**config.mk**
```make
export PLATFORM = sky130hd
export DESIGN_NAME = segre_if_prefetch
export DESIGN_NICKNAME = d
export VERILOG_FILES = /design/src/rtl/segre_if_prefetch.sv
export SDC_FILE = /design/constraint.sdc
export NUM_CORES = 1
export LEC_CHECK = 0
export CAP_MARGIN = 0
export CORE_ASPECT_RATIO = 1.5
export CORE_MARGIN = 2
export CORE_UTILIZATION = 61
export CTS_CLUSTER_DIAMETER = 150
export DETAILED_ROUTE_END_ITERATION = 7
export PLACE_DENSITY_LB_ADDON = 0.3
export SLEW_MARGIN = 30
export SYNTH_ARGS = -nofsm -noshare
export SYNTH_HDL_FRONTEND = slang
export SYNTH_SLANG_ARGS = --single-unit
export TNS_END_PERCENT = 50
```
**constraint.sdc**
```tcl
create_clock -name clk_i -period 5.1 [get_ports clk_i]
set_input_delay 1.02 -clock clk_i [delete_from_list [all_inputs] [get_ports clk_i]]
set_output_delay 1.02 -clock clk_i [all_outputs]
set_load 0.02 [all_outputs]
```
**src/rtl/segre_if_prefetch.sv**
```systemverilog
// rtl/segre_if_prefetch.sv - instruction prefetch buffer with redirect flush
// One outstanding memory request feeds a FIFO of {pc, instr}; a redirect flushes and refetches.
module segre_if_prefetch #(
  parameter int                   ADDR_SIZE  = 32,
  parameter int                   WORD_SIZE  = 32,
  parameter int                   FIFO_DEPTH = 4,
  parameter logic [ADDR_SIZE-1:0] RESET_PC   = '0,
  parameter logic [WORD_SIZE-1:0] NOP_INSTR  = 32'h00000013
) (
  input  logic                             clk_i,
  input  logic                             rsn_i,
  output logic                             mem_req_o,
  output logic [ADDR_SIZE-1:0]             mem_addr_o,
  input  logic                             mem_ready_i,
  input  logic [WORD_SIZE-1:0]             mem_instr_i,
  input  logic                             redirect_i,
  input  logic [ADDR_SIZE-1:0]             redirect_pc_i,
  input  logic                             id_ready_i,
  output logic                             instr_valid_o,
  output logic [WORD_SIZE-1:0]             instr_o,
  output logic [ADDR_SIZE-1:0]             pc_o,
  output logic [$clog2(FIFO_DEPTH+1)-1:0]  fifo_count_o
);

  localparam int            CW   = $clog2(FIFO_DEPTH + 1);
  localparam int            PW   = $clog2(FIFO_DEPTH);
  localparam logic [CW-1:0] FULL = CW'(FIFO_DEPTH);

  typedef enum logic [1:0] {IDLE, REQ, DROP} state_t;

  state_t               state;
  logic                 mem_req;
  logic [ADDR_SIZE-1:0] fetch_pc;
  logic [ADDR_SIZE-1:0] req_addr;
  logic [ADDR_SIZE-1:0] redirect_tgt;
  logic [ADDR_SIZE-1:0] fetch_pc_inc;
  logic [ADDR_SIZE-1:0] pc_mem    [FIFO_DEPTH];
  logic [WORD_SIZE-1:0] instr_mem [FIFO_DEPTH];
  logic [PW-1:0]        rd_ptr;
  logic [PW-1:0]        wr_ptr;
  logic [CW-1:0]        count;
  logic [CW-1:0]        post_count;
  logic                 push;
  logic                 pop;

  assign redirect_tgt = redirect_pc_i & ~ADDR_SIZE'(3);
  assign fetch_pc_inc = fetch_pc + ADDR_SIZE'(4);
  assign push         = (state == REQ) && mem_ready_i && !redirect_i;
  assign pop          = (count != '0) && id_ready_i && !redirect_i;
  assign post_count   = count + CW'(push) - CW'(pop);

  // DROP waits out a response that a redirect made stale before reissuing.
  always_ff @(posedge clk_i or negedge rsn_i) begin
    if (!rsn_i) begin
      state    <= IDLE;
      mem_req  <= 1'b0;
      fetch_pc <= RESET_PC;
      req_addr <= RESET_PC;
    end else begin
      case (state)
        IDLE: begin
          if (redirect_i) begin
            fetch_pc <= redirect_tgt;
            req_addr <= redirect_tgt;
            state    <= REQ;
            mem_req  <= 1'b1;
          end else if (count < FULL) begin
            req_addr <= fetch_pc;
            state    <= REQ;
            mem_req  <= 1'b1;
          end
        end
        REQ: begin
          if (redirect_i && mem_ready_i) begin
            fetch_pc <= redirect_tgt;
            req_addr <= redirect_tgt;
          end else if (redirect_i) begin
            fetch_pc <= redirect_tgt;
            state    <= DROP;
          end else if (mem_ready_i) begin
            fetch_pc <= fetch_pc_inc;
            if (post_count < FULL) begin
              req_addr <= fetch_pc_inc;
            end else begin
              state   <= IDLE;
              mem_req <= 1'b0;
            end
          end
        end
        DROP: begin
          if (mem_ready_i) begin
            fetch_pc <= redirect_i ? redirect_tgt : fetch_pc;
            req_addr <= redirect_i ? redirect_tgt : fetch_pc;
            state    <= REQ;
          end else if (redirect_i) begin
            fetch_pc <= redirect_tgt;
          end
        end
        default: begin
          state   <= IDLE;
          mem_req <= 1'b0;
        end
      endcase
    end
  end

  always_ff @(posedge clk_i or negedge rsn_i) begin
    if (!rsn_i) begin
      rd_ptr <= '0;
      wr_ptr <= '0;
      count  <= '0;
    end else if (redirect_i) begin
      rd_ptr <= '0;
      wr_ptr <= '0;
      count  <= '0;
    end else begin
      if (push) wr_ptr <= wr_ptr + PW'(1);
      if (pop)  rd_ptr <= rd_ptr + PW'(1);
      count <= post_count;
    end
  end

  always_ff @(posedge clk_i) begin
    if (push) begin
      pc_mem[wr_ptr]    <= req_addr;
      instr_mem[wr_ptr] <= mem_instr_i;
    end
  end

  assign mem_req_o     = mem_req;
  assign mem_addr_o    = req_addr;
  assign instr_valid_o = (count != '0);
  assign instr_o       = instr_valid_o ? instr_mem[rd_ptr] : NOP_INSTR;
  assign pc_o          = instr_valid_o ? pc_mem[rd_ptr] : '0;
  assign fifo_count_o  = count;

endmodule

```
## After elaboration in Yosys (flattened, before gate mapping)

Memories as Yosys holds them, arrays and structs flattened.
Index checks and enable logic that the tools add are counted.

- RAM bits: 256
- Bits in latches: 0
- Register bits after elaboration: 74
- Memories kept: 2
- Output and inout port bits: 101
- Word-level logic and storage cells: 85
- Memory bits (read-only): 0
- Input bits: 69

- Bitwise logic cells: 1
- Equality and inequality tests: 14
- Shifts and indexed selects: 0
- Multiplexer cells: 37
- Div/mod/pow operators: 0
- Reduce and logical (&&, ||, !) cells: 17
- Order comparisons: 2
- Multipliers: 0
- $add $sub $neg: 5

Memory list:

| name | depth | width | read ports | clocked after memory_dff | wr ports | RTL line | RTL |
|---|---|---|---|---|---|---|---|
| instr_mem | 4 | 32 | 1 | 0 | 1 | 38 | `logic [WORD_SIZE-1:0] instr_mem [FIFO_DEPTH];` |
| pc_mem | 4 | 32 | 1 | 0 | 1 | 37 | `logic [ADDR_SIZE-1:0] pc_mem [FIFO_DEPTH];` |

Operators with widths:

| operator | number |
|---|---|
| 32-bit 2-to-1 mux | 13 |
| 32-bit one-hot mux with 3 select lines | 1 |
| 32-bit one-hot mux with 2 select lines | 1 |
| 32-bit by 3-bit adder with 32-bit output (second input constant) | 1 |
| 2-bit 2-to-1 mux | 11 |
| 6-bit AND reduction | 2 |
| 2-bit inequality test (second input constant) | 5 |
| 3-bit inequality test (second input constant) | 3 |
| 1-bit 2-to-1 mux | 8 |
| 3-bit less-than comparator (second input constant) | 2 |
| 3-bit by 2-bit inequality test with 1-bit output (second input constant) | 2 |
| 2-bit one-hot mux with 3 select lines | 1 |
| 2-bit nonzero test | 3 |
| 3-bit nonzero test | 2 |
| 1-bit logical AND | 5 |
| 5-bit AND reduction | 1 |
| 2-bit by 1-bit adder with 2-bit output (second input constant) | 2 |
| 4-bit by 3-bit inequality test with 1-bit output (second input constant) | 1 |
| 3-bit by 1-bit adder with 3-bit output | 1 |
| 3-bit 2-to-1 mux | 1 |
| 3-bit by 1-bit inequality test with 1-bit output (second input constant) | 1 |
| 1-bit one-hot mux with 3 select lines | 1 |
| 3-bit by 1-bit subtractor with 3-bit output | 1 |
| 2-bit by 1-bit equality test with 1-bit output (second input constant) | 1 |
| 6 further kinds | 6 |

## Longest topological paths before layout

Gate-level depths: netlist of the first run.

- Word-level depth: 11
- Depth in mapped cells: 18

## Worst setup path after synthesis of the first run

Ideal clock, no wire load.

- Path type: input to register
- Start: input redirect_i
- End: register req_addr[15] (netlist: mem_addr_o[15])
- Cell stages on the path: 16
- Path buffers: 5
- Arrival time: 4031 ps
- Path slack: 931 ps
- Path through: buf_2 > buf_2 > buf_1 > clkbuf_1 > nor2_1 > ha_1 > inv_1 > ha_1 > inv_1 > fa_1 > xor3_1 > a22oi_2 > o221a_1 > buf_6 > mux2i_1 > o221ai_1

- Cells in the longest elaborated chain, start to end: 7
- Elaborated cells between the ends (all ways): 17
- Those cells by class: add/sub (2); order compare (1); eq/ne (4); mux (5); reduce/logical (5)

RTL lines:

| element | RTL line | RTL |
|---|---|---|
| start: declaration | 16 | `input logic redirect_i,` |
| 1-bit logical NOT | 48, 49 |  |
| 1-bit logical AND | 48 | `assign push = (state == REQ) && mem_ready_i && !redirect_i;` |
| 3-bit by 1-bit adder with 3-bit output | 50 | `assign post_count = count + CW'(push) - CW'(pop);` |
| 3-bit by 1-bit subtractor with 3-bit output | 50 |  |
| 3-bit less-than comparator | 82 | `if (post_count < FULL) begin` |
| 3-bit by 1-bit inequality test with 1-bit output (no line) | n/a |  |
| 6-bit AND reduction (no line) | n/a |  |
| end signal: assignment | 64 | `req_addr <= redirect_tgt;` |
| end signal: assignment | 83 | `req_addr <= fetch_pc_inc;` |
| end signal: assignment | 93 | `req_addr <= redirect_i ? redirect_tgt : fetch_pc;` |
| end: declaration | 34 | `logic [ADDR_SIZE-1:0] req_addr;` |

Several ways; a longest one is shown, not always the timed one. The select of a mux whose other input is x is not followed.
A chain may end at the register's enable or synchronous reset.

## Worst setup path in the final report of the first run

- Start: input mem_ready_i
- End: register req_addr[7] (netlist: mem_addr_o[7])

- Cells in the longest elaborated chain, start to end: 7
- Elaborated cells between the ends (all ways): 13
- Those cells by class: add/sub (2); order compare (1); eq/ne (4); mux (2); reduce/logical (4)

RTL lines:

| element | RTL line | RTL |
|---|---|---|
| start: declaration | 14 | `input logic mem_ready_i,` |
| 1-bit logical AND (2 in a row) | 48 |  |
| 3-bit by 1-bit adder with 3-bit output | 50 |  |
| 3-bit by 1-bit subtractor with 3-bit output | 50 |  |
| 3-bit less-than comparator | 82 |  |
| 3-bit by 1-bit inequality test with 1-bit output (no line) | n/a |  |
| 6-bit AND reduction (no line) | n/a |  |

Several ways; a longest one is shown, not always the timed one.

==> impl_metrics.py, run 1 <==
metrics = {
    "cts": {
        "cts-hold-fix-buffers": 0,
        "cts.root.buffer_cell": "clkbuf_16",
        "post_cts.repair.setup_buffers": 0,
        "clkLatencyLatePin_ns": 0.56,
        "clock_sink_count": 330,
        "cts_max_path_buffers": 3,
        "cts_resized": 0,
        "cts_tree": "built",
        "cts_buffers": 29,
        "clk_pin_slew_ns": 0.07,
        "ctsHtreeMaxLevel": 1,
    },
    "synthesis": {
        "synth_flop_cell": "edfxtp_1",
        "synth-seq-cells": 330,
        "yosysWarnings": 0,
        "synth_area_leader_cell": "edfxtp_1",
        "avgSynthCellArea_um2": 14.6,
        "synthDominantCellAreaShare_pct": 52.4,
        "ys_seq_area_share_pct": 65.0,
        "yosysUniqueCellTypes": 76,
        "syn_nets": 1081,
        "netlist_area_mm2": 0.0147,
        "synth-edff-count": 256,
        "synth_cells": 1004,
        "synth-async-reset-ratio_pct": 22.4,
        "synth_area_leaders": "edfxtp_1, dfrtp_1, mux4_2",
    },
    "timing": {
        "finalCritPeriodShare_pct": 79.2,
        "max-slew-margin-rel_pct": 40.6,
        "max_freq_mhz": 248,
        "fin_setup_tns_ns": 0,
        "tightest_slew_ns": 0.887,
        "fin_skew_ns": 0.0332,
        "period_needed_ns": 4.04,
        "finalSetupViolCount": 0,
        "rsz0062_at_grt": "no",
        "fin_hold_ws_ns": 0.472,
        "hold_viol": 0,
        "layout_setup_ws_ns": 1.06,
        "drv_slew": 0,
    },
    "layout": {
        "syn_to_final_growth_pct": 19.9,
        "antenna_cells": 0,
        "layout-drive-gt1-share_pct": 14.6,
        "nNetsFinal": 1229,
        "fillers": 1544,
    },
    "power_and_ir_drop": {
        "vdd_drop_max_mv": 0.364,
        "powerDensity_mw_per_mm2": 546,
        "p_leak_nw": 5.94,
    },
    "place": {
        "numPortBuffers": 167,
        "dpl.hpwl_mm": 21.8,
        "gp_congestion": 0.910,
        "pre_cts_slack_ns": 0.535,
    },
    "setup_path": {
        "worstPathMaxFanout": 21,
        "worst-setup-path-type": "in2reg",
        "cpLargestDelayFamily": "buffers and inverters",
        "r2r-start": "fifo_count_o[2]",
        "critPathCapture": "mem_addr_o[7]",
        "slowest_delay_ns": 0.62,
        "crit_slowest_cell": "o221ai_4",
        "worstSetupStartpoint": "mem_ready_i",
        "rrSetupSlack_ns": 1.17,
        "crit_chain": "clkdlybuf4s50_1, nand2_1, nor2_1, inv_1, ha_1, inv_1, ha_1, inv_1, fa_1, xor3_1, a22oi_2, o221ai_4, buf_4, nand2_1, o41ai_2",
        "critPathLaunchType": "primary input",
        "path_common_cell": "inv_1",
        "required_ns": 5.55,
        "crit_buf_inv": 5,
        "reg2reg_depth": 15,
        "worstSetupPathDepth": 15,
        "r2r-end": "mem_addr_o[7]",
        "cp.arrival_ns": 4.48,
        "end_kind": "register",
    },
    "route": {
        "drtAntennaViolNets": 0,
        "wire_per_inst_um": 22.6,
        "drt-vias-per-instance": 6.34,
        "routed_wl_mm": 33.8,
        "drc": 0,
        "firstDrtPassIters": 5,
        "drt_iter0_markers": 945,
        "vias": 9476,
    },
    "floorplanning": {
        "floorplan.initialDensity_pct": 62.0,
        "core-area_mm2": 0.0237,
        "die_h_um": 194,
        "io_pins": 170,
        "rows": 69,
        "dieWidth_um": 131,
        "die_area_mm2": 0.0253,
    },
    "grt": {
        "grt_use_total_pct": 26.8,
        "grt_overflow": 0,
        "antenna_found_initial": 0,
        "grt_max_degree": 64,
        "grt_pass1_vias": 9693,
        "grt_pass1_wl_mm": 52.4,
    },
    "hold_path": {
        "min_path_type": "in2async",
    },
    "run_status": {
        "outcome": "complete, no violations",
    },
    "run": {
        "cap_violations": 0,
    },
}
## power by group
part           switching [mW]  internal [mW]
Clock                   0.950           1.17
Sequential              0.515           3.41
Combinational            1.90           1.65
Total                    3.37           6.23
## routing by layer
| layer | part of all wire (%) | track usage [%] | vias up |
|---|---|---|---|
| met1 | 38 | 34.5 | 4731 |
| met5 | 0 | 0 | - |
| met3 | 6.5 | 3.86 | 91 |
| met4 | 3.8 | 10.0 | 0 |
| li1 | - | - | 4217 |
| met2 | 51 | 46.2 | 437 |
## worst reg2reg max path, cell delays in order (launching register included)
cell	delay [ns]
dfrtp_1	0.46
nor3_1	0.49
clkinv_1	0.20
nand2_1	0.14
nor2_1	0.05
ha_1	0.29
inv_1	0.05
ha_1	0.13
inv_1	0.05
fa_1	0.37
xor3_1	0.30
a22oi_2	0.13
o221ai_4	0.62
buf_4	0.37
nand2_1	0.10
o41ai_2	0.05
## cell type report
type	count	area, µm²	area share, %
multi-input combinational	587	4780	27.2
tap	319	399	2.27
inverter	12	45.0	0.256
sequential	330	9540	54.3
clock buffer	41	821	4.67
clock inverter	13	103	0.584
timing repair buffer	192	1890	10.7
## cell usage in the layout, fill, tap and decap left out, types with 7 or more instances in the layout
| cell | n |
|---|---|
| dfrtp_1 | 72 |
| o22ai_1 | 14 |
| nand3_1 | 18 |
| ha_1 | 7 |
| and2_1 | 66 |
| a31oi_1 | 11 |
| edfxtp_1 | 256 |
| nor2_1 | 53 |
| clkbuf_1 | 7 |
| o21ai_1 | 22 |
| nor4_1 | 8 |
| and3_1 | 8 |
| mux2i_1 | 12 |
| nor3_1 | 19 |
| nand2_1 | 66 |
| a22oi_1 | 7 |
| inv_1 | 10 |
| xnor2_1 | 7 |
| clkbuf_16 | 29 |
| buf_4 | 23 |
| a21oi_1 | 47 |
| o21ai_0 | 24 |
| mux4_2 | 64 |
| clkdlybuf4s50_1 | 165 |
| nand4_1 | 20 |
## synthesized netlist by cell type (all sizes together) (14+ instances only)
| master | count |
|---|---|
| mux4 | 64 |
| nor2 | 53 |
| buf | 32 |
| dfrtp | 74 |
| edfxtp | 256 |
| clkbuf | 43 |
| a21oi | 47 |
| nand3 | 20 |
| o21ai | 47 |
| nand4 | 21 |
| nand2 | 66 |
| o22ai | 14 |
| nor3 | 23 |
| and2 | 67 |
## metrics by stage
step | utilization [%] | area, µm² | power [mW] | std cells
5_1_grt | 74.3 | 17600 | 10.0 | 1494
3_3_place_gp | 70.3 | 16600 | 7.41 | 1439
3_5_place_dp | 70.4 | 16700 | 7.52 | 1440
4_1_cts | 74.3 | 17600 | 9.65 | 1494
2_1_floorplan | - | 14700 | 6.06 | 1004
6_report | 74.3 | 17600 | 9.60 | 1494
## worst min path at each step
stage	cells after the start	slack, ns	to	startpoint
after global routing	1	0.52	fetch_pc[8]	rsn_i
after detailed placement	1	0.48	fetch_pc[0]	fetch_pc[0]
final	1	0.47	mem_addr_o[14]	rsn_i
after global placement	1	0.47	fetch_pc[0]	fetch_pc[0]
after floorplan	1	0.45	fetch_pc[0]	fetch_pc[0]
after CTS	1	0.48	fetch_pc[14]	rsn_i
## logic make-up (layout without fill, tap and decap cells)
| family | after synthesis | after routing | synth area share, % |
|---|---|---|---|
| AOI/OAI and AO/OA | 196 | 196 | 9.32 |
| xor gates and xnor gates | 13 | 13 | 0.879 |
| adders and majority gates | 8 | 8 | 0.734 |
| buffers and inverters | 87 | 258 | 2.60 |
| DFF | 330 | 330 | 65.0 |
| muxes | 77 | 77 | 10.7 |
| and+or+nand+nor | 293 | 293 | 10.7 |
## sequential cells by signal, indices dropped and copies added (netlist names)
signal,count
fetch_pc,32
fifo_count_o,3
instr_mem,128
mem_addr_o,32
mem_req_o,1
pc_mem,128
rd_ptr,2
state,2
wr_ptr,2
Power figures use the tool's default switching activity.
==> run 2, diff against run 1 <==
CORE_UTILIZATION = 51   (was 61)
clock period = 3.4 ns   (was 5.1 ns; I/O delays follow)
==> run 2 against run 1 <==
- power rose by 58%
- clock skew decreased by 0.021 ns
- first-iteration DRC count is 18% lower
- flip-flop and latch count stayed put
- sequential share of layout area fell by 2.0 points
- critical path depth unchanged
- register-to-register slack lost 1.0 ns
- utilization fell by 10 points
- die area increased by 19%
- combinational power increased by 64%
- global-route usage shrank 3.2 points
- critical endpoint is now mem_addr_o[29]
- largest power group unchanged
- highest routed layer unchanged
==> impl_metrics.py, run 2 (synthesis gave the netlist of run 1 again) <==
metrics = {
    "run_status": {
        "outcome": "complete, no violations",
    },
    "cts": {
        "cts_tree": "built",
        "ctsHtreeMaxLevel": 1,
        "clk_pin_slew_ns": 0.06,
        "clkLatencyLatePin_ns": 0.56,
        "cts.root.buffer_cell": "clkbuf_16",
        "cts-hold-fix-buffers": 0,
        "clock_sink_count": 330,
        "cts_max_path_buffers": 3,
        "cts_buffers": 30,
    },
    "run": {
        "cap_violations": 0,
    },
    "route": {
        "drt_iter0_markers": 776,
        "wire_per_inst_um": 22.7,
        "drt-vias-per-instance": 6.12,
        "routed_wl_mm": 35.6,
        "drc": 0,
        "drtAntennaViolNets": 0,
        "firstDrtPassIters": 5,
        "vias": 9610,
    },
    "grt": {
        "grt_max_degree": 64,
        "grt_pass1_wl_mm": 54.6,
        "grt_pass1_vias": 9484,
        "grt_use_total_pct": 23.6,
        "grt_overflow": 0,
        "antenna_found_initial": 1,
    },
    "setup_path": {
        "cp.arrival_ns": 3.78,
        "end_kind": "register",
        "r2r-start": "fifo_count_o[0]",
        "critPathCapture": "mem_addr_o[29]",
        "rrSetupSlack_ns": 0.17,
        "worstPathMaxFanout": 6,
        "required_ns": 3.85,
        "worstSetupStartpoint": "mem_ready_i",
        "reg2reg_depth": 15,
        "critPathLaunchType": "primary input",
        "worst-setup-path-type": "in2reg",
        "r2r-end": "mem_addr_o[29]",
    },
    "layout": {
        "layout-drive-gt1-share_pct": 18.0,
        "final_common_cell": "edfxtp_1",
        "design_area_mm2": 0.0183,
        "reg.largest.list": "instr_mem x128, pc_mem x128",
        "layout_common_cells": "edfxtp_1, clkdlybuf4s50_1, dfrtp_1",
        "nNetsFinal": 1271,
        "regArea_mm2": 0.00955,
        "multi_input_area_mm2": 0.00480,
        "post-route-util_pct": 64.0,
        "syn_to_final_growth_pct": 24.5,
        "fillers": 2100,
    },
    "timing": {
        "tightest_slew_ns": 0.863,
        "finalCritPeriodShare_pct": 98.2,
        "drv_slew": 0,
        "max_freq_mhz": 300,
        "fin_setup_tns_ns": 0,
        "max-slew-margin-rel_pct": 41.9,
        "fin_skew_ns": 0.0124,
        "period_needed_ns": 3.34,
        "finalSetupViolCount": 0,
        "rsz0062_at_grt": "yes",
        "fin_hold_ws_ns": 0.120,
        "hold_viol": 0,
    },
    "floorplanning": {
        "core-area_mm2": 0.0285,
        "floorplan.initialDensity_pct": 51.4,
        "rows": 76,
        "die_h_um": 212,
        "io_pins": 170,
        "dieWidth_um": 142,
        "die_area_mm2": 0.0302,
    },
    "power_and_ir_drop": {
        "vdd_drop_max_mv": 0.498,
        "p_sw_mw": 5.24,
        "power_frac_clock_pct": 22.7,
        "powerDensity_mw_per_mm2": 829,
        "p_leak_nw": 6.33,
        "seqPwrFrac_pct": 38.8,
        "p_int_mw": 9.90,
        "combPwrFrac_pct": 38.5,
        "switching_share_pct": 34.6,
    },
    "place": {
        "numPortBuffers": 167,
        "detailed_place.area_mm2": 0.0171,
        "dpl.hpwl_mm": 23.3,
        "gp_congestion": 0.898,
    },
    "hold_path": {
        "min_path_type": "in2async",
    },
}
[run 2: cell count changes in the layout (fill, tap and decap cells not counted), sizes merged]
cell           delta
clkbuf            +4
o221ai            +1
clkinv            -1
dlymetal6s2s      +4
inv               +1
clkdlybuf4s50     -4
buf              +39
clkinvlp          -2
bufinv            +1
diode             +1
[run 2: final cells by class]
type,count,area share [%]
flip-flops and latches,330,52.3
multi-input cells,588,26.3
repair buffers,232,13.1
clock buffers,44,4.85
well taps,351,2.41
clock inverters,12,0.740
inverters,12,0.247
diodes,1,0.0137
[run 2: metrics by stage]
stage          power, mW  instances  worst slack, ns
2_1_floorplan       9.10       1004          0.00587
3_3_place_gp        11.5       1505           -0.429
3_5_place_dp        11.7       1505           -0.527
4_1_cts             15.1       1563           0.0252
5_1_grt             15.9       1570          -0.0363
6_report            15.1       1570           0.0617
[run 2: repair_timing]
item	in CTS	in global routing
resized for setup	0	8
gates cloned	0	2
pin swaps	0	2
endpoints found under the setup margin	22	29
setup buffers	2	4
[run 2: power groups by stage]
stage / Combinational, mW / Sequential, mW / Clock (mW)
floorplan: 3.28 / 5.81 / 0
global placement: 5.61 / 5.92 / 0
detailed placement: 5.68 / 5.97 / 0
CTS: 5.73 / 5.87 / 3.51
global route: 6.25 / 5.95 / 3.65
finish: 5.82 / 5.87 / 3.44
[run 2: critical path, cell delays in order]
cell             delay [ns]
clkdlybuf4s50_1        0.53
nand2_1                0.11
nor2_2                 0.13
inv_1                  0.07
ha_1                   0.26
inv_1                  0.06
ha_1                   0.13
inv_1                  0.05
fa_1                   0.37
xor3_1                 0.26
a22oi_2                0.13
buf_4                  0.20
o221ai_2               0.44
nor2_1                 0.11
a32o_1                 0.27
[run 2: worst min path at each step]
| stage | start | endpoint | slack, ns | cells after the start |
|---|---|---|---|---|
| finish | rsn_i | mem_addr_o[8] | 0.12 | 1 |
| global route | rsn_i | mem_addr_o[8] | 0.14 | 1 |
| floorplan | rsn_i | fetch_pc[0] | 0.38 | 0 |
| detailed placement | fetch_pc[0] | fetch_pc[0] | 0.48 | 1 |
| CTS | rsn_i | mem_addr_o[12] | 0.13 | 1 |
| global placement | fetch_pc[0] | fetch_pc[0] | 0.49 | 1 |
[run 2: layer usage]
metal  vias up  GRT usage (%)  share of wire, %
met3        85           2.80               5.5
met4         0           9.97               4.0
li1       4307              -                 -
met5         -              0                 0
met1      4833           30.4                38
met2       385           40.6                52
==> run 3, diff against run 2 <==
CORE_ASPECT_RATIO = 1.1   (was 1.5)
CORE_UTILIZATION = 53   (was 51)
CTS_BUF_LIST = sky130_fd_sc_hd__clkbuf_4   (was not set)
==> run 3 against run 2 <==
- routed wire length increased by 1.5%
- combinational power decreased by 1%
- via count increased by 4.4%
- final cell count increased by 5.9%
- die area decreased by 3.8%
- first-iteration DRC count increased by 13%
==> impl_metrics.py, run 3 (synthesis gave the netlist of run 1 again) <==
metrics = {
    "power_and_ir_drop": {
        "p_leak_nw": 6.63,
        "combPwrFrac_pct": 38.7,
        "vdd_drop_max_mv": 0.356,
        "p_int_mw": 9.47,
        "seqPwrFrac_pct": 39.4,
        "power_frac_clock_pct": 21.9,
        "switching_share_pct": 36.3,
        "powerDensity_mw_per_mm2": 815,
        "p_sw_mw": 5.39,
    },
    "layout": {
        "design_area_mm2": 0.0182,
        "layout_common_cells": "edfxtp_1, clkbuf_4, clkdlybuf4s50_1",
        "final_common_cell": "edfxtp_1",
        "reg.largest.list": "instr_mem x128, pc_mem x128",
        "nNetsFinal": 1321,
        "fillers": 1988,
        "layout-drive-gt1-share_pct": 22.5,
        "syn_to_final_growth_pct": 24.3,
    },
    "run_status": {
        "outcome": "complete, no violations",
    },
    "route": {
        "drt_iter0_markers": 880,
        "drc": 0,
        "vias": 10000,
        "drtAntennaViolNets": 0,
        "firstDrtPassIters": 5,
        "routed_wl_mm": 36.1,
        "wire_per_inst_um": 21.7,
        "m1WireLength_mm": 15.0,
        "drt-vias-per-instance": 6.03,
        "dr_wl_met3_mm": 2.94,
        "dr.max_layer_used": "met5",
        "met2_length_mm": 17.3,
    },
    "cts": {
        "cts_tree": "built",
        "cts-hold-fix-buffers": 0,
        "clock_sink_count": 330,
        "cts_buffers": 84,
        "ctsHtreeMaxLevel": 3,
        "clk_pin_slew_ns": 0.07,
        "clkLatencyLatePin_ns": 0.69,
        "cts_max_path_buffers": 3,
        "cts.root.buffer_cell": "clkbuf_4",
    },
    "place": {
        "detailed_place.area_mm2": 0.0170,
        "numPortBuffers": 167,
        "dpl.hpwl_mm": 23.0,
        "gp_congestion": 0.894,
    },
    "run": {
        "cap_violations": 0,
    },
    "setup_path": {
        "required_ns": 2.72,
        "critPathLaunchType": "register",
        "worstPathMaxFanout": 12,
        "end_kind": "output pin",
        "worst-setup-path-type": "reg2out",
        "cp.arrival_ns": 2.64,
    },
    "timing": {
        "tightest_slew_ns": 0.910,
        "finalSetupViolCount": 0,
        "hold_viol": 0,
        "finalCritPeriodShare_pct": 97.8,
        "drv_slew": 0,
        "max_freq_mhz": 301,
        "period_needed_ns": 3.32,
        "fin_hold_ws_ns": 0.0577,
        "rsz0062_at_grt": "yes",
        "max-slew-margin-rel_pct": 38.7,
        "fin_skew_ns": 0.0543,
    },
    "floorplanning": {
        "core-area_mm2": 0.0271,
        "die_h_um": 178,
        "rows": 63,
        "floorplan.initialDensity_pct": 54.1,
        "dieWidth_um": 163,
        "die_area_mm2": 0.0290,
        "io_pins": 170,
    },
    "grt": {
        "antenna_found_initial": 2,
        "grt_pass1_wl_mm": 54.7,
        "grt_use_total_pct": 24.8,
        "grt_overflow": 0,
        "grt_max_degree": 65,
        "grt_pass1_vias": 9774,
    },
    "hold_path": {
        "min_path_type": "in2async",
    },
}
## run 3: path summary, 6_finish.rpt
path                                      start        endpoint  slack [ns]  depth (start not counted)
worst min-delay path                      rsn_i    fetch_pc[30]        0.06                          1
min in group clk_i                  fetch_pc[1]     fetch_pc[1]        0.48                          1
worst min register to register      fetch_pc[1]     fetch_pc[1]        0.48                          1
worst max register to register  fifo_count_o[0]  mem_addr_o[27]        0.16                         15
max in group asynchronous                 rsn_i   mem_addr_o[3]        2.38                          3
worst max-delay path                  rd_ptr[0]     instr_o[22]        0.08                          5
## run 3: final cells by class
class	instances	area, µm²	share of cell area (%)
tap	357	447	2.45
inverter	12	45.0	0.247
antenna	1	2.50	0.0137
clock buffer	118	886	4.86
multi-input combinational	588	4810	26.4
clock inverter	29	160	0.878
timing repair buffer	228	2330	12.8
sequential	330	9550	52.4
## run 3: metal layers
| layer | track usage [%] | up-vias |
|---|---|---|
| met5 | 0 | - |
| met4 | 8.52 | 2 |
| met3 | 4.95 | 77 |
| met2 | 39.9 | 477 |
| met1 | 34.2 | 5001 |
| li1 | - | 4474 |
## run 3: through the flow
| stage | setup TNS, ns | power (mW) | setup slack (ns) | instances | utilization [%] |
|---|---|---|---|---|---|
| final | 0 | 14.9 | 0.0752 | 1663 | 67.2 |
| after CTS | -0.0783 | 14.7 | -0.0301 | 1649 | 66.6 |
| after floorplan | 0 | 9.10 | 0.00587 | 1004 | - |
| after global routing | -0.0282 | 15.6 | -0.0183 | 1663 | 67.2 |
| after global placement | -8.96 | 11.4 | -0.390 | 1500 | 62.7 |
| after detailed placement | -11.19 | 11.6 | -0.452 | 1500 | 62.7 |
## run 3: what timing repair did
item,CTS,global route
setup buffers,1,10
endpoints found under the setup margin,65,36
endpoints found under the hold margin,0,0
gates resized for setup,49,15
pin swaps,1,3
gates cloned,1,3
## run 3: critical path: stages (launching register included)
cell and delay (ns):
dfrtp_4 0.52, buf_4 0.15, bufbuf_16 0.29, mux4_2 0.50, and2_1 0.17, dlygate4sd2_1 0.32
## run 3: power groups by stage
stage | combinational (mW) | clock (mW) | sequential [mW]
6_report | 5.75 | 3.25 | 5.86
4_1_cts | 5.52 | 3.33 | 5.85
3_5_place_dp | 5.62 | 0 | 5.94
3_3_place_gp | 5.52 | 0 | 5.91
5_1_grt | 6.14 | 3.54 | 5.94
2_1_floorplan | 3.28 | 0 | 5.81
